--- src/rtl/bytes_to_bits_pkg.sv ---
// Shared types and constants for the byte-to-bit serializer.
package bytes_to_bits_pkg;

    localparam int unsigned BITS_PER_BYTE = 8;

    typedef enum logic {
        IDLE,
        SHIFT
    } state_t;

endpackage

--- src/rtl/bytes_to_bits_stream.sv ---
// Serializes a stream of bytes into LSB-first bits with frame-relative indices.
// Optional feature: define BYTES_TO_BITS_SKID_EN to add a one-byte hold register
// so consecutive bytes stream with no bubble (8 cycles/byte instead of 9).
module bytes_to_bits_stream
    import bytes_to_bits_pkg::*;
#(
    parameter int unsigned BYTE_LENGTH = 32,
    parameter int unsigned BIT_LENGTH  = BYTE_LENGTH * 8
) (
    input  logic                          clk,
    input  logic                          rst_n,
    input  logic                          in_valid,
    output logic                          in_ready,
    input  logic [7:0]                    in_byte,
    output logic                          out_valid,
    input  logic                          out_ready,
    output logic                          out_bit,
    output logic [$clog2(BIT_LENGTH)-1:0] out_idx,
    output logic                          out_last,
    output logic                          busy
);

    localparam int unsigned IDX_W    = $clog2(BIT_LENGTH);
    localparam int unsigned BCNT_W   = (BYTE_LENGTH > 1) ? $clog2(BYTE_LENGTH) : 1;
    localparam int unsigned BITCNT_W = $clog2(BITS_PER_BYTE);

    state_t              r_state;
    logic [7:0]          r_shift;
    logic [BITCNT_W-1:0] r_bit_cnt;
    logic [BCNT_W-1:0]   r_byte_cnt;
    logic                r_ready_en;
`ifdef BYTES_TO_BITS_SKID_EN
    logic [7:0]          r_hold;
    logic                r_hold_valid;
`endif

    logic             w_active;
    logic             w_in_xfer;
    logic             w_out_xfer;
    logic             w_bit7;
    logic             w_last;
    logic [IDX_W-1:0] w_idx;

    assign w_active   = (r_state == SHIFT);
    assign w_bit7     = (r_bit_cnt == BITCNT_W'(BITS_PER_BYTE - 1));
    assign w_last     = w_bit7 && (r_byte_cnt == BCNT_W'(BYTE_LENGTH - 1));
    // byte_cnt*8 + bit_cnt; the concatenation width equals IDX_W except when BYTE_LENGTH is 1
    assign w_idx      = IDX_W'({r_byte_cnt, r_bit_cnt});

`ifdef BYTES_TO_BITS_SKID_EN
    assign in_ready   = r_ready_en && (!w_active || !r_hold_valid);
`else
    assign in_ready   = r_ready_en && !w_active;
`endif

    assign w_in_xfer  = in_valid && in_ready;
    assign w_out_xfer = w_active && out_ready;

    assign out_valid  = w_active;
    assign out_bit    = w_active && r_shift[0];
    assign out_idx    = w_active ? w_idx : '0;
    assign out_last   = w_active && w_last;
    assign busy       = w_active;

    // FSM, shift register, counters and optional hold register
    always_ff @(posedge clk or negedge rst_n) begin
        if (!rst_n) begin
            r_state      <= IDLE;
            r_shift      <= '0;
            r_bit_cnt    <= '0;
            r_byte_cnt   <= '0;
            r_ready_en   <= 1'b0;
`ifdef BYTES_TO_BITS_SKID_EN
            r_hold       <= '0;
            r_hold_valid <= 1'b0;
`endif
        end else begin
            r_ready_en <= 1'b1;
            case (r_state)
                IDLE: begin
                    if (w_in_xfer) begin
                        r_shift   <= in_byte;
                        r_bit_cnt <= '0;
                        r_state   <= SHIFT;
                    end
                end
                SHIFT: begin
                    if (w_out_xfer) begin
                        if (w_bit7) begin
                            r_bit_cnt  <= '0;
                            r_byte_cnt <= w_last ? '0 : r_byte_cnt + 1'b1;
`ifdef BYTES_TO_BITS_SKID_EN
                            if (r_hold_valid) begin
                                r_shift      <= r_hold;
                                r_hold_valid <= 1'b0;
                            end else if (w_in_xfer) begin
                                // Hold empty but a byte arrives now: feed it straight in
                                r_shift <= in_byte;
                            end else begin
                                r_shift <= '0;
                                r_state <= IDLE;
                            end
`else
                            r_shift <= '0;
                            r_state <= IDLE;
`endif
                        end else begin
                            r_shift   <= r_shift >> 1;
                            r_bit_cnt <= r_bit_cnt + 1'b1;
                        end
                    end
`ifdef BYTES_TO_BITS_SKID_EN
                    // Park an accepted byte unless it went directly into the shifter
                    if (w_in_xfer && !(w_out_xfer && w_bit7 && !r_hold_valid)) begin
                        r_hold       <= in_byte;
                        r_hold_valid <= 1'b1;
                    end
`endif
                end
                default: r_state <= IDLE;
            endcase
        end
    end

endmodule

--- config.mk ---
export PLATFORM = sky130hd
export DESIGN_NAME = bytes_to_bits_stream
export DESIGN_NICKNAME = d
export VERILOG_FILES = /design/src/rtl/bytes_to_bits_pkg.sv /design/src/rtl/bytes_to_bits_stream.sv
export SDC_FILE = /design/constraint.sdc
export NUM_CORES = 1
export LEC_CHECK = 0
export CORE_UTILIZATION = 29
export CTS_BUF_LIST = sky130_fd_sc_hd__clkbuf_16
export DETAILED_ROUTE_END_ITERATION = 10
export PLACE_DENSITY = 0.58
export SYNTH_ARGS = -nofsm -noshare
export SYNTH_HDL_FRONTEND = slang
export SYNTH_SLANG_ARGS = --single-unit
--- constraint.sdc ---
create_clock -name clk -period 2.1 [get_ports clk]
set_input_delay 0.42 -clock clk [delete_from_list [all_inputs] [get_ports clk]]
set_output_delay 0.42 -clock clk [all_outputs]
set_load 0.005 [all_outputs]
==> results by stage <==
Finish:
- The number of antenna cells inserted is 0.
- The filler cell count in the final layout is 317.
- The number of standard cells in the final layout excluding fillers is between 150 and 200.
- The final standard cell area without fillers is about 0.0014 mm^2.
- The share of cells above drive strength 1 is 22.5%.
- Relative to the synthesized area, the layout overhead comes to 41.2%.
- Summing all multi-input logic gate instances after layout gives 477 um^2.
- The layout net count is 129.
- The library cells used most frequently in the layout, excluding fill and tap cells, are 23 x clkdlybuf4s50_1, 18 x dfrtp_1, 9 x buf_4, 8 x and2_1, 8 x a22o_1.
- In the final layout, flip-flops and latches occupy around 450 um^2.
- The final core utilization is 44.2%.
- The most common cell after layout, fill and taps aside is clkdlybuf4s50_1.

Floorplan:
- The width of the die is approximately 60 um.
- The floorplan has 20 rows.
- The die is 59.9 um tall.
- The overall die area is 0.00358 mm^2.
- 25 I/O pins were placed.
- The effective utilization at floorplan is between 30% and 40%.
- The area inside the core boundary is 0.00310 mm^2.

Synthesis:
- A synthesized cell averages 12.1 um^2.
- The synthesized net count is 96.
- The count of unique library cells instantiated by Yosys is 34.
- In the synthesized netlist, the number of instances is 80.
- The fraction of post-synthesis cell area in the top cell type by area is 46.4%.
- The fraction of synthesized cell area in xor and xnor cells is 0%.
- The synthesized netlist devotes 15.9% of its cell area to simple gates.
- After synthesis, the largest family of logic cells by area is simple AND/OR/NAND/NOR gates.
- By area the synthesized netlist is led by dfrtp_1 46%, mux2_4 9.3%, a22o_1 7.2%, and2_1 5.2%, ha_1 5.2%.
- The number of storage elements in the synthesis netlist is 18.
- Measured against the total synthesized area, the mux share comes to 12.6%.
- Sequential elements use 46.4% of the synthesized area.
- The number of warnings printed during yosys synthesis is 0.
- Summing every instance area after synthesis gives 971 um^2.
- The largest total area in the synthesized netlist belongs to dfrtp_1.
- Summing the areas of all fa, ha and maj instances in the mapped netlist gives between 5 and 6% of the synthesized area.
- The complex-gate fraction of the synthesized area is 14.8%.

Job:
- The max-cap check violation count is 0.

Drt:
- The number of iterations in the first detailed-routing pass is 3.
- The DRC violations left is 0.
- The routed design has 1830 um of wire.
- Across all layers, the routed design uses 705 vias.
- The final routed wire length divided by cell count is 11.8 um.
- For this block, the initial DRC count from the detailed router was 21.
- The number of antenna-violating nets in the routed design is 0.
- The via density per instance is around 4.5.

GRT:
- The met2 capacity usage during global routing is 20.2%.
- The number of global-route vias before repair came to 719.
- Global routing used between 10% and 20% of the available met1 tracks.
- The routing usage on met3 is 4.55%.
- The wire length of the first global-routing pass is 3170 um.
- met2 is the most crowded layer.
- Entering global routing, the biggest net connects 19 pins.
- In the global route stage, overall resource usage came out at 11.9%.
- For this run the aggregate overflow at the end of global routing stands at 0.
- The number of antenna violations at the first check in global routing is 0.

Clock tree:
- In this run, post-CTS hold repair placed 0 buffers.
- The clock tree buffer depth is 2.
- CTS saw 18 sinks.
- In this run, CTS created clock tree buffers numbering 3.
- After clock tree synthesis, the clock-pin slew on the worst setup and hold paths is roughly 50 ps.
- TritonCTS built the clock tree.
- The root cell of the clock tree is clkbuf_16.
- Clock latency on the worst-skew pair, taken at its later pin, is around 250 ps.
- CTS built an H-tree with a depth of 1.

STA:
- The worst path uses 94.5% of the clock period.
- Setup slack on the critical path of the routed design comes to 115 ps.
- The number of failing hold endpoints at the final stage came to 0.
- Clock skew on the completed layout was measured at 1.35 ps.
- After layout, the minimum clock period comes to 1990 ps.
- The highest achievable clock rate is slightly above 0.5 GHz.
- Setup repair after global routing left no endpoint under its margin.
- The total negative slack for setup checks is 0 ps.
- Hold is met by about 500 ps.
- The max-slew violation count is 0.
- The count of final setup violators is 0.

Power:
- The maximum vdd ir drop is 0.504 mV.
- The analysis attributes to cell leakage a power of 0.635 nW.
- The final total power is 1.62 mW.
- The power per cell area is 1180 mW/mm^2.

Place:
- The area of placed instances is 0.00129 mm^2.
- The total instance count after detailed placement is roughly 150.
- The pre-CTS setup slack is 137 ps.
- The estimated wirelength of the detail-placed design is 1330 um.
- Routability-driven placement finished with a final weighted congestion of 0.783.
- Buffers placed on the I/O ports in this run total 24.

Worst setup path:
- The critical path is of the reg2out type.
- The critical path arrival is roughly 1600 ps.
- The slack of the worst reg-to-reg path is 470 ps.
- The startpoint kind of the worst setup timing path is a flip-flop.
- Along the worst path, the maximum fanout reaches 3.
- STA classifies the critical path endpoint as a primary output.
- At the worst endpoint, the required time is 1680 ps.

Hold path:
- The tightest min-delay check is of the reg2reg type.

Outcome:
- The run finished with clean final reports.
==> report_power, final <==
group / internal (mW) / leakage, nW / total, mW / switching [mW]
Combinational: 0.466 / 0.377 / 0.715 / 0.249
Sequential: 0.458 / 0.220 / 0.531 / 0.0731
Clock: 0.250 / 0.0370 / 0.376 / 0.125
Total: 1.17 / 0.635 / 1.62 / 0.447
==> cell families after synthesis <==
group | count (synthesis)
DFF | 18
and+or+nand+nor | 24
adders and majority gates | 4
AOI/OAI and AO/OA | 17
muxes | 9
other | 1
buffers and inverters | 7
==> cell usage after synthesis <==
library cell,instances
nor2_1,1
nand2b_1,1
inv_1,1
and3b_1,1
nor2b_1,2
ha_1,4
a21o_2,2
o21ai_0,1
mux2_4,6
buf_2,1
clkbuf_1,1
nand3_2,1
a21o_1,1
a21oi_2,1
mux2_2,2
a211o_1,1
and3_1,2
conb_1,1
clkinv_1,1
and2_1,8
and2b_1,1
o41ai_1,1
buf_6,2
nor3b_1,1
nor4b_1,2
a32o_1,1
a22oi_1,1
dfrtp_1,18
nand2_1,2
buf_4,1
mux2i_1,1
nor3_1,1
a22o_1,8
nand3_1,1
==> critical path: stages (launching register included) <==
cell and delay (ps):
dfrtp_1 370, ha_2 190, and3_1 180, ha_1 180, and3_1 130, dlygate4sd2_1 250
==> path summary, 6_finish.rpt <==
check,cells past startpoint,end,start
worst max-delay path,5,out_last,r_byte_cnt[0]
worst min-delay path,1,r_shift[0],r_shift[0]
worst max register to register,5,r_shift[3],busy
worst min register to register,1,r_shift[0],r_shift[0]
max in group asynchronous,2,r_bit_cnt[1],rst_n
min in group asynchronous,2,r_byte_cnt[4],rst_n
==> repair_timing <==
item | in CTS | in global routing
setup buffers | 1 | 0
endpoints found under the setup margin | 1 | 0
resized for setup | 2 | 0
==> state kept, by name, summed over array words and instances, names as in the netlist <==
| register | cells |
|---|---|
| r_ready_en | 1 |
| busy | 1 |
| r_bit_cnt | 3 |
| r_byte_cnt | 5 |
| r_shift | 8 |
==> final cells by class <==
class / instances / share of cell area, %
sequential: 18 / 32.8
tap: 44 / 4.01
timing repair buffer: 33 / 22.4
clock buffer: 3 / 5.47
multi-input combinational: 55 / 34.8
inverter: 2 / 0.547
==> per-layer routing <==
metal	vias up	share of wire, %
li1	349	-
met3	0	5.1
met2	18	48
met4	0	0
met1	338	47
met5	-	0
Power figures use the tool's default switching activity.
